### src/rtl/dmux16_8_sched_pkg.sv
// dmux_sched_pkg: shared widths, counter sizes and FSM state type for the demux scheduler
package dmux_sched_pkg;
  localparam int WIDTH  = 16;
  localparam int LANES  = 8;
  localparam int SEL_W  = 3;
  localparam int DISP_W = 16;
  localparam int DROP_W = 8;
  typedef enum logic {IDLE, HOLD} state_t;
endpackage

### src/rtl/dmux16_8_sched_if.sv
// dmux16_8_sched_if: upstream word handshake plus lane-side demux bus
// master: word source / lane consumers; slave: the scheduler
interface dmux16_8_sched_if;
  import dmux_sched_pkg::*;
  logic             in_valid;
  logic             in_ready;
  logic [WIDTH-1:0] in_data;
  logic             in_dest_en;
  logic [SEL_W-1:0] in_dest;
  logic [LANES-1:0] lane_ready;
  logic [SEL_W-1:0] dmux_sel;
  logic [WIDTH-1:0] dmux_a;
  logic [LANES-1:0] lane_valid;
  modport master (
    output in_valid, in_data, in_dest_en, in_dest, lane_ready,
    input  in_ready, dmux_sel, dmux_a, lane_valid
  );
  modport slave (
    input  in_valid, in_data, in_dest_en, in_dest, lane_ready,
    output in_ready, dmux_sel, dmux_a, lane_valid
  );
endinterface

### src/rtl/dmux16_8_sched_rr_pick8.sv
// rr_pick8: circular priority picker, first set mask bit at or after ptr
// mask: enabled lanes; ptr: scan start; idx: chosen lane; found: any lane enabled
module rr_pick8
  import dmux_sched_pkg::*;
(
  input  logic [LANES-1:0] mask,
  input  logic [SEL_W-1:0] ptr,
  output logic [SEL_W-1:0] idx,
  output logic             found
);
  // scan from the farthest offset down so the nearest enabled lane wins
  always_comb begin
    idx = ptr;
    for (int i = LANES - 1; i >= 0; i--)
      idx = mask[ptr + SEL_W'(i)] ? ptr + SEL_W'(i) : idx;
  end
  assign found = |mask;
endmodule

### src/rtl/dmux16_8_sched.sv
// dmux16_8_sched: round-robin/directed scheduler driving a 1-to-8 16-bit demux from registers
// clk/rst_n: clock, async active-low reset; cfg_lane_mask: enabled lanes
// bus: upstream valid/ready word stream in, registered demux select/data and one-hot lane_valid out
// disp_cnt: wrapping delivery count; drop_cnt: saturating drop count; drop_pulse: one cycle per drop
module dmux16_8_sched
  import dmux_sched_pkg::*;
(
  input  logic              clk,
  input  logic              rst_n,
  input  logic [LANES-1:0]  cfg_lane_mask,
  dmux16_8_sched_if.slave   bus,
  output logic [DISP_W-1:0] disp_cnt,
  output logic [DROP_W-1:0] drop_cnt,
  output logic              drop_pulse
);
  state_t            state_q, state_d;
  logic [SEL_W-1:0]  rr_ptr_q, rr_ptr_d;
  logic [SEL_W-1:0]  sel_q, sel_d;
  logic [WIDTH-1:0]  a_q, a_d;
  logic [DISP_W-1:0] disp_cnt_q, disp_cnt_d;
  logic [DROP_W-1:0] drop_cnt_q, drop_cnt_d;
  logic              drop_pulse_q, drop_pulse_d;
  logic [SEL_W-1:0]  pick_idx;
  logic              pick_found;
  logic              done, accept, drop, load;
  rr_pick8 u_pick (
    .mask  (cfg_lane_mask),
    .ptr   (rr_ptr_q),
    .idx   (pick_idx),
    .found (pick_found)
  );
  // a held word that completes this edge frees the slot for a new word on the same edge
  assign done         = (state_q == HOLD) & bus.lane_ready[sel_q];
  assign bus.in_ready = (bus.in_dest_en | pick_found) & ((state_q == IDLE) | bus.lane_ready[sel_q]);
  assign accept       = bus.in_valid & bus.in_ready;
  assign drop         = accept & bus.in_dest_en & ~cfg_lane_mask[bus.in_dest];
  assign load         = accept & ~drop;
  always_comb begin
    state_d      = load ? HOLD : (done ? IDLE : state_q);
    sel_d        = load ? (bus.in_dest_en ? bus.in_dest : pick_idx) : sel_q;
    a_d          = load ? bus.in_data : a_q;
    rr_ptr_d     = (load & ~bus.in_dest_en) ? pick_idx + SEL_W'(1) : rr_ptr_q;
    disp_cnt_d   = disp_cnt_q + DISP_W'(done);
    drop_cnt_d   = drop_cnt_q + DROP_W'(drop & ~&drop_cnt_q);
    drop_pulse_d = drop;
  end
  always_ff @(posedge clk or negedge rst_n) begin
    if (!rst_n) begin
      state_q      <= IDLE;
      rr_ptr_q     <= '0;
      sel_q        <= '0;
      a_q          <= '0;
      disp_cnt_q   <= '0;
      drop_cnt_q   <= '0;
      drop_pulse_q <= 1'b0;
    end else begin
      state_q      <= state_d;
      rr_ptr_q     <= rr_ptr_d;
      sel_q        <= sel_d;
      a_q          <= a_d;
      disp_cnt_q   <= disp_cnt_d;
      drop_cnt_q   <= drop_cnt_d;
      drop_pulse_q <= drop_pulse_d;
    end
  end
  assign bus.dmux_sel   = sel_q;
  assign bus.dmux_a     = a_q;
  assign bus.lane_valid = (state_q == HOLD) ? LANES'(1) << sel_q : '0;
  assign disp_cnt       = disp_cnt_q;
  assign drop_cnt       = drop_cnt_q;
  assign drop_pulse     = drop_pulse_q;
endmodule
### src/flat_wrapper.sv
// flat-port wrapper written by rule: the top's interface ports become plain ports
module dmux16_8_sched_flat import dmux_sched_pkg::*;
  (clk, rst_n, cfg_lane_mask, disp_cnt, drop_cnt, drop_pulse, bus_in_valid, bus_in_data, bus_in_dest_en, bus_in_dest, bus_lane_ready, bus_in_ready, bus_dmux_sel, bus_dmux_a, bus_lane_valid);
  dmux16_8_sched_if bus_i ();
  input  logic clk;
  input  logic rst_n;
  input  logic [LANES-1:0] cfg_lane_mask;
  output logic [DISP_W-1:0] disp_cnt;
  output logic [DROP_W-1:0] drop_cnt;
  output logic drop_pulse;
  input wire logic [$bits(bus_i.in_valid)-1:0] bus_in_valid;
  input wire logic [$bits(bus_i.in_data)-1:0] bus_in_data;
  input wire logic [$bits(bus_i.in_dest_en)-1:0] bus_in_dest_en;
  input wire logic [$bits(bus_i.in_dest)-1:0] bus_in_dest;
  input wire logic [$bits(bus_i.lane_ready)-1:0] bus_lane_ready;
  output wire logic [$bits(bus_i.in_ready)-1:0] bus_in_ready;
  output wire logic [$bits(bus_i.dmux_sel)-1:0] bus_dmux_sel;
  output wire logic [$bits(bus_i.dmux_a)-1:0] bus_dmux_a;
  output wire logic [$bits(bus_i.lane_valid)-1:0] bus_lane_valid;
  assign bus_i.in_valid = bus_in_valid;
  assign bus_i.in_data = bus_in_data;
  assign bus_i.in_dest_en = bus_in_dest_en;
  assign bus_i.in_dest = bus_in_dest;
  assign bus_i.lane_ready = bus_lane_ready;
  assign bus_in_ready = bus_i.in_ready;
  assign bus_dmux_sel = bus_i.dmux_sel;
  assign bus_dmux_a = bus_i.dmux_a;
  assign bus_lane_valid = bus_i.lane_valid;
  dmux16_8_sched u_core (.clk(clk), .rst_n(rst_n), .cfg_lane_mask(cfg_lane_mask), .bus(bus_i), .disp_cnt(disp_cnt), .drop_cnt(drop_cnt), .drop_pulse(drop_pulse));
endmodule
### config.mk
export PLATFORM = sky130hd
export DESIGN_NAME = dmux16_8_sched_flat
export DESIGN_NICKNAME = d
export VERILOG_FILES = /design/src/rtl/dmux16_8_sched_pkg.sv /design/src/rtl/dmux16_8_sched_if.sv /design/src/rtl/dmux16_8_sched_rr_pick8.sv /design/src/rtl/dmux16_8_sched.sv /design/src/flat_wrapper.sv
export SDC_FILE = /design/constraint.sdc
export NUM_CORES = 1
export LEC_CHECK = 0
export CORE_MARGIN = 3
export CORE_UTILIZATION = 52
export DETAILED_ROUTE_END_ITERATION = 8
export GPL_TIMING_DRIVEN = 0
export PLACE_DENSITY_LB_ADDON = 0.1
export SYNTH_ARGS = -nofsm -noshare
export SYNTH_HDL_FRONTEND = slang
export SYNTH_HIERARCHICAL = 1
export SYNTH_SLANG_ARGS = --single-unit
### constraint.sdc
create_clock -name clk -period 7.4 [get_ports clk]
set_input_delay 2.22 -clock clk [delete_from_list [all_inputs] [get_ports clk]]
set_output_delay 2.22 -clock clk [all_outputs]
set_load 0.01 [all_outputs]
# --- Word-level counts from Yosys, hierarchy flattened ---
# Index checks and enable logic that the tools add are counted.
# Widths: inputs -> output; s select.
classes:
  addsub: 10
  shifts: 1
  muxes: 32
  magnitude_cmp: 10
  n_bitwise: 14
  n_reduce_logical: 4
op_table:
  columns: ["cell", "count"]
  rows:
  - ["$lt 3x4->1 const B", 10]
  - ["$bmux 1 s3", 10]
  - ["$mux 3", 9]
  - ["$add 16x1->16", 1]
  - ["$add 3x3->3 const B", 4]
  - ["$mux 1", 12]
  - ["$add 8x8->8", 1]
  - ["$and 1x1->1", 8]
  - ["$mux 8", 1]
  - ["$reduce_and 8->1", 1]
  - ["$reduce_or 8->1", 1]
  - ["$shl 1x3->8 const A", 1]
  - ["$add 3x1->3 const B", 2]
  - ["$add 3x2->3 const B", 2]
  - ["$not 1->1", 4]
  - ["$or 1x1->1", 2]
  - ["$reduce_bool 2->1", 1]
  - ["$logic_not 1->1", 1]
word_totals:
  input_bits: 39
  regBits: 48
  out_inout_bits: 53
  word_cells: 78

# --- Longest topological paths before layout ---
# Gate-level depths: netlist of the first run.
logic_depth:
  depth_word: 12
  ltp_mapped: 14
  mapped_depth_nobuf: 11

# --- Modules after synthesis ---
# The synthesis of the first run kept the hierarchy.
by_module_without_submodules:
  columns: ["module", "area_each_um2", "instances", "cells_per_inst"]
  rows:
  - ["dmux16_8_sched", 2258.4, 1, 169]
  - ["rr_pick8", 874.6, 1, 94]

# --- Worst setup path before layout of the first run ---
# OpenSTA, ideal clock, no wires.
synth_timing:
  path_kind: "input-to-output"
  start: "in bus_lane_ready[7]"
  end: "out bus_in_ready"
  required_ps: 5180
  cell_stages: 3
  path_slack_ps: 2107
  arrival_time_ps: 3073
  path_cell_list: "mux2i_1 -> mux4_2 -> a21oi_1"
synth_via:
  elab_chain_cells: 4
synth_rtl:
  columns: ["element", "line_no", "source"]
  rows:
  - ["start: declaration", "flat_wrapper.sv:15", "input wire logic [$bits(bus_i.lane_ready)-1:0] bus_lane_ready;"]
  - ["$bmux 1 s3", "dmux16_8_sched.sv:34", "assign bus.in_ready = (bus.in_dest_en | pick_found) & ((state_q == IDLE) | bus.lane_ready[sel_q]);"]
  - ["$mux 1 (not written as such)", "dmux16_8_sched.sv:34", null]
  - ["$or 1x1->1", "dmux16_8_sched.sv:34", null]
  - ["$and 1x1->1", "dmux16_8_sched.sv:34", null]
  - ["end: declaration", "flat_wrapper.sv:16", "output wire logic [$bits(bus_i.in_ready)-1:0] bus_in_ready;"]
# No other way between the ends. The select of a mux whose other input is x is not followed.

# --- Worst setup path in the final report of the first run ---
# Same ends and word-level chain as after synthesis.

==> flow_metrics.py, run 1 <==
metrics = {
    "status": {
        "status": "complete, no violations",
    },
    "global_route": {
        "grt_start_max_net_pins": 39,
        "use_met2": 0.3630,
        "grt_busiest_layer": "met2",
        "grtUsageMet1": 0.2843,
        "grt_usage": 0.2162,
        "antenna_found_initial": 0,
        "use_met3": 0.04640,
        "grt_pass1_vias": 2536,
        "grt_pass1_wl_um": 12380,
        "grt-ovfl-total": 0,
    },
    "power": {
        "p_per_area_nw_per_um2": 418.4,
        "p_switching_mw": 0.7227,
        "pwr-share-comb": 0.660,
        "leakagePower_nw": 1.785,
        "p_int_mw": 1.049,
        "vdd_ir_drop_max_uv": 248.2,
        "swShare": 0.4078,
        "power_frac_seq": 0.247,
        "pwr-share-clk": 0.093,
    },
    "clock_network": {
        "post_cts_buffers": 0,
        "cts_max_level": 2,
        "root_buffer": "clkbuf_8",
        "clk_pin_slew_ns": 0.09,
        "cts_sinks": 48,
        "clk_latency_ns": 0.29,
        "ctsResizeCount": 0,
        "cts_hold_buf": 0,
        "cts_tree": "built",
        "numCtsBuffers": 5,
        "cts_buffer_depth": 2,
    },
    "setup_path": {
        "worstSetupPathDepth": 5,
        "endpoint_kind": "output port",
        "critPathMostFrequentCell": "clkdlybuf4s50_1",
        "critPathMaxStageDelay_ns": 0.58,
        "r2r_slack_ns": 3.39,
        "startpoint": "bus_lane_ready[7]",
        "r2r_cells": 13,
        "path_class": "in2out",
        "timing.rr.end": "u_core/rr_ptr_q[2]$_DFFE_PN0P_",
        "worstSetupEndpoint": "bus_in_ready",
        "path_cells": "clkdlybuf4s50_1 > mux2i_1 > mux4_2 > a21oi_1 > clkdlybuf4s50_1",
        "critPathBufInv": 2,
        "worstSetupStartpointType": "input pin",
        "worstPathRequired_ns": 5.18,
        "cp_top_family": "buffers and inverters",
        "crit_slowest_cell": "mux4_2",
        "critPathMaxFanout": 6,
        "cp.arrival_ns": 4.07,
        "r2r-start": "u_core/rr_ptr_q[1]$_DFFE_PN0P_",
    },
    "logic_synthesis": {
        "synth-simple-area-share": 0.1186,
        "synthXorXnorAreaFrac": 0.06949,
        "synth_top_family_by_area": "multiplexers",
        "synth_edf_count": 0,
        "yosysUniqueCellTypes": 50,
        "synth_area_leader_cell": "dfrtp_1",
        "synth_fp_nets": 309,
        "async_flop_share": 1.000,
        "synth_ff_type": "dfrtp_1",
        "synth_compound_area_frac": 0.08267,
        "synth_most_common_cell": "dfrtp_1",
        "synthMuxAreaShare": 0.2815,
        "ys_ff_latch": 48,
        "synthCells": 263,
        "synth_seq_area_share": 0.3834,
        "yosys.area_share.adder": 0.02796,
        "yosysWarnings": 6,
        "syn_area_sq_um": 3133,
        "netlist_top_cells_area": "dfrtp_1, mux2_4, mux4_2",
        "synth_commonest_cells": "dfrtp_1, nand2_1, mux2_4, nor2_1",
        "synth_top_area_share": 0.3834,
        "syn_area_per_cell_sq_um": 11.91,
    },
    "place": {
        "io_buffer_count": 90,
        "dp_slack_ns": 1.115,
        "place.gp.congestion": 0.8973,
        "dpl.hpwl_um": 5757,
    },
    "floorplan": {
        "rows": 27,
        "io_pins": 92,
        "initial_core_util": 0.5520,
        "die_area_sq_um": 6992,
        "core_area_sq_um": 5675,
        "die_h_um": 83.62,
        "die_w_um": 83.62,
    },
    "finish": {
        "areaGrowthSynthToFinish_pct": 35.18,
        "layout.nets": 407,
        "diodes": 0,
        "drive_above_1_share": 0.1740,
        "fillerInstances": 413,
    },
    "sta": {
        "setup_viol": 0,
        "finalClockSkew_ns": 0.006352,
        "hold_viol": 0,
        "layout_worst_path_cycle_share": 0.8500,
        "slew_headroom": 0.6184,
        "timing.setup.tns_ns": 0,
        "tightest_slew_ns": 0.5664,
        "worst_slack_ns": 1.110,
        "rsz0062_at_grt": "no",
        "max_freq_ghz": 0.1590,
        "drv_slew": 0,
        "fin_crit_ns": 6.290,
    },
    "worst_hold_path": {
        "worst_hold_path_type": "reg2reg",
        "min_from": "u_core/disp_cnt[15]$_DFF_PN0_",
    },
    "routing": {
        "avgViaCountPerCell": 5.657,
        "vias": 2455,
        "wl_um": 7321,
        "drtPass1Iterations": 5,
        "drtAntennaViolNets": 0,
        "drc": 0,
        "drt_iter0_drc": 232,
        "wl_per_cell_um": 16.87,
    },
    "flow_run": {
        "max_cap_violations": 0,
    },
}
==> final cells by class <==
type,count,area [sq um],area share
buffer,12,87.58,0.02068
clock buffer,6,82.58,0.01950
clock inverter,2,13.76,0.003250
inverter,7,26.28,0.006204
multi-input combinational,196,1818,0.4292
sequential,48,1201,0.2836
tap,72,90.09,0.02127
timing repair buffer,91,915.9,0.2162
==> sequential cells by signal, summed over array words and instances, names as in the netlist <==
| register | flops |
|---|---|
| u_core/disp_cnt | 16 |
| u_core/state_q | 1 |
| u_core/drop_cnt | 8 |
| u_core/bus.dmux_a | 16 |
| u_core/bus.dmux_sel | 3 |
| u_core/drop_pulse | 1 |
| u_core/rr_ptr_q | 3 |
==> cells in the final DEF, fill, tap and decap left out, drive strengths merged, types with 2 or more instances in the layout <==
| cell type | Yosys | final |
|---|---|---|
| dfrtp | 48 | 48 |
| nand2b | 4 | 4 |
| xnor2 | 16 | 16 |
| clkdlybuf4s50 | 0 | 89 |
| a21o | 3 | 3 |
| inv | 7 | 8 |
| nand2 | 22 | 22 |
| a21oi | 3 | 3 |
| nand4 | 5 | 5 |
| o211ai | 2 | 2 |
| nor2 | 19 | 19 |
| a221oi | 3 | 3 |
| xor2 | 8 | 8 |
| nand3 | 11 | 11 |
| buf | 7 | 9 |
| a22oi | 2 | 2 |
| ha | 7 | 7 |
| clkbuf | 5 | 11 |
| o21ai | 5 | 5 |
| a22o | 2 | 2 |
| a211oi | 3 | 3 |
| and3 | 2 | 2 |
| mux2 | 28 | 28 |
| o22ai | 2 | 2 |
| nor3 | 7 | 7 |
| nor4 | 2 | 2 |
| mux2i | 17 | 17 |
| mux4 | 13 | 13 |
==> metrics by stage <==
| step | hold slack, ns | total power [mW] | util | cell area [sq um] | cells |
|---|---|---|---|---|---|
| 2_1_floorplan | 0.4524 | 1.236 | - | 3133 | 263 |
| 3_3_place_gp | 0.4619 | 1.574 | 0.7266 | 4124 | 425 |
| 3_5_place_dp | 0.4664 | 1.605 | 0.7293 | 4139 | 426 |
| 4_1_cts | 0.4790 | 1.777 | 0.7463 | 4235 | 434 |
| 5_1_grt | 0.5069 | 1.893 | 0.7463 | 4235 | 434 |
| 6_report | 0.4747 | 1.772 | 0.7463 | 4235 | 434 |
==> kinds of logic (layout without fill, tap and decap cells) <==
kind of cell,after synthesis,count (layout)
AND/OR/NAND/NOR,77,77
multiplexers,58,58
XOR/XNOR,24,24
adder cells (fa/ha/maj),7,7
AO/OA/AOI/OAI,30,30
flip-flops,48,48
buffers and inverters,19,118
==> worst min path at each step <==
stage	endpoint	slack (ns)	depth (start not counted)
3_3_place_gp	u_core/disp_cnt[15]$_DFF_PN0_	0.46	1
4_1_cts	u_core/disp_cnt[15]$_DFF_PN0_	0.48	1
6_report	u_core/disp_cnt[15]$_DFF_PN0_	0.47	1
5_1_grt	u_core/disp_cnt[15]$_DFF_PN0_	0.51	1
3_5_place_dp	u_core/disp_cnt[15]$_DFF_PN0_	0.47	1
2_1_floorplan	u_core/rr_ptr_q[2]$_DFFE_PN0P_	0.45	1
==> power groups by stage <==
stage,Clock (mW),Sequential [mW],Combinational [mW]
after floorplan,0,0.466,0.769
after global placement,0,0.437,1.14
after detailed placement,0,0.442,1.16
after CTS,0.169,0.440,1.17
after global routing,0.181,0.454,1.26
final,0.165,0.438,1.17
==> per-layer routing <==
| layer | up-vias | wire [um] |
|---|---|---|
| met5 | - | 0 |
| met4 | 0 | 129 |
| met3 | 12 | 339 |
| met2 | 77 | 3708 |
| met1 | 1204 | 3144 |
| li1 | 1162 | - |
No activity file was read; power rests on OpenSTA's default activity.
==> inputs of run 2 (changes only) <==
- CORE_UTILIZATION: 52 -> 43
- clock period: 7.4 -> 5.45 ns (I/O delays scaled with it)
==> run 2 against run 1 <==
Compared with the run above: register-to-register slack lost 2.0 ns; global-route usage is 2.6 points lower; largest cell class unchanged; non-clock buffer count is the same; combinational power is 36% higher; sequential cell count is the same; cell count grew 5.3%; sequential power grew 35%; critical path depth unchanged; via count decreased by 1.9%; clock power rose by 33%; worst hold slack better by 0.0033 ns; largest power group unchanged; core utilization shrank 13 points.
==> flow_metrics.py, run 2 (synthesized netlist as in run 1, its figures left out) <==
metrics = {
    "finish": {
        "drive_above_1_share": 0.1717,
        "layout_commonest_cell": "clkdlybuf4s50_1",
        "layout.nets": 407,
        "diodes": 0,
        "stdcell_count": 457,
        "areaGrowthSynthToFinish_pct": 35.98,
        "mostFrequentLayoutCells": "clkdlybuf4s50_1, dfrtp_1, nand2_1",
        "fillerInstances": 614,
    },
    "place": {
        "io_buffer_count": 90,
        "dp.cells": 450,
        "dpl.hpwl_um": 5886,
        "place.gp.congestion": 0.8695,
    },
    "routing": {
        "drc": 0,
        "vias": 2408,
        "drtPass1Iterations": 4,
        "drt_iter0_drc": 116,
        "drtAntennaViolNets": 0,
        "avgViaCountPerCell": 5.269,
        "wl_per_cell_um": 16.56,
        "wl_um": 7567,
    },
    "clock_network": {
        "ctsResizeCount": 0,
        "post_cts_buffers": 0,
        "root_buffer": "clkbuf_8",
        "cts_buffer_depth": 2,
        "numCtsBuffers": 5,
        "cts_hold_buf": 0,
        "cts_sinks": 48,
        "cts_max_level": 2,
        "clk_latency_ns": 0.30,
        "cts_tree": "built",
        "clk_pin_slew_ns": 0.09,
    },
    "sta": {
        "finalClockSkew_ns": 0.009043,
        "setup_viol": 0,
        "rsz0062_at_grt": "no",
        "hold_viol": 0,
        "layout_worst_path_cycle_share": 0.9429,
        "slew_headroom": 0.5933,
        "tightest_slew_ns": 0.6036,
        "fin_crit_ns": 5.139,
        "drv_slew": 0,
        "timing.setup.tns_ns": 0,
        "max_freq_ghz": 0.1946,
    },
    "flow_run": {
        "max_cap_violations": 0,
    },
    "status": {
        "status": "complete, no violations",
    },
    "global_route": {
        "grt_start_max_net_pins": 40,
        "grt_usage": 0.1901,
        "grt_pass1_vias": 2478,
        "antenna_found_initial": 0,
        "grt_pass1_wl_um": 12900,
        "grt-ovfl-total": 0,
    },
    "setup_path": {
        "startpoint": "bus_lane_ready[0]",
        "critPathMaxStageDelay_ns": 0.58,
        "r2r-start": "u_core/rr_ptr_q[1]$_DFFE_PN0P_",
        "worstPathRequired_ns": 3.82,
        "cp.arrival_ns": 3.50,
        "r2r_slack_ns": 1.40,
        "critPathMaxFanout": 6,
        "crit_slowest_cell": "clkdlybuf4s50_1",
        "worstSetupStartpointType": "input pin",
        "critPathMostFrequentCell": "clkdlybuf4s50_1",
        "path_class": "in2out",
        "endpoint_kind": "output port",
        "path_cells": "clkdlybuf4s50_1 > mux2i_1 > mux4_2 > a21oi_1 > clkdlybuf4s50_1",
    },
    "floorplan": {
        "die_h_um": 91.36,
        "die_w_um": 91.36,
        "io_pins": 92,
        "core_area_sq_um": 6944,
        "rows": 30,
        "die_area_sq_um": 8347,
        "initial_core_util": 0.4512,
    },
    "worst_hold_path": {
        "min_from": "u_core/disp_cnt[15]$_DFF_PN0_",
        "worst_hold_path_type": "reg2reg",
    },
    "power": {
        "total_power_mw": 2.405,
        "p_per_area_nw_per_um2": 564.5,
        "vdd_ir_drop_max_uv": 250.1,
        "leakagePower_nw": 1.781,
    },
}
[run 2: cell types whose count changed in the layout (fill, tap and decap cells not counted)]
cell / delta
inv_6: -1
clkinv_2: -1
clkinv_4: +1
[run 2: path summary, 6_finish.rpt]
path	to	cells after the start
setup / recovery	bus_in_ready	5
hold / removal	u_core/disp_cnt[15]$_DFF_PN0_	1
setup reg to reg	u_core/rr_ptr_q[2]$_DFFE_PN0P_	13
hold reg to reg	u_core/disp_cnt[15]$_DFF_PN0_	1
max in group asynchronous	u_core/disp_cnt[0]$_DFF_PN0_	2
min in group asynchronous	u_core/bus.dmux_a[8]$_DFFE_PN0P_	1
[run 2: area by class of cell]
class | instances | area [sq um] | area share
multi-input cells | 196 | 1818 | 0.4267
flip-flops and latches | 48 | 1201 | 0.2819
repair buffers | 91 | 915.9 | 0.2150
well taps | 96 | 120.1 | 0.02819
plain buffers | 12 | 87.58 | 0.02056
clock buffers | 6 | 82.58 | 0.01938
inverters | 7 | 26.28 | 0.006167
clock inverters | 1 | 8.758 | 0.002056
[run 2: through the flow]
stage	worst slack (ns)	utilization	hold WS, ns	area, sq um
global placement	0.3322	0.5982	0.4630	4154
global route	0.2415	0.6135	0.5150	4260
floorplan	1.327	-	0.4524	3133
finish	0.3114	0.6135	0.4780	4260
detailed placement	0.3192	0.6004	0.4694	4169
CTS	0.3053	0.6135	0.4817	4260
[run 2: power by group]
group          switching [mW]  internal, mW  total, mW
clock                   0.118         0.101      0.219
combinational           0.753         0.841       1.59
sequential              0.110         0.482      0.592
total                   0.982          1.42       2.41
[run 2: critical path, delay by kind of cell]
| kind | cells | cell delay, ns |
|---|---|---|
| compound gates | 1 | 0.20 |
| buf+inv | 2 | 1.04 |
| mux | 2 | 0.63 |
[run 2: routing by layer]
layer,part of all wire,global-route usage,wire length (um)
met1,0.48,0.2735,3596
met2,0.47,0.2980,3567
met3,0.047,0.03894,359
met4,0.0056,0.03769,42
met5,0,0,0
==> inputs of run 3 (changes only) <==
- CTS_CLUSTER_SIZE: unset -> 12
- SETUP_SLACK_MARGIN: unset -> 0.02
==> results of run 3 <==
No change in the layout: final DEF, timing and power equal those of run 2.
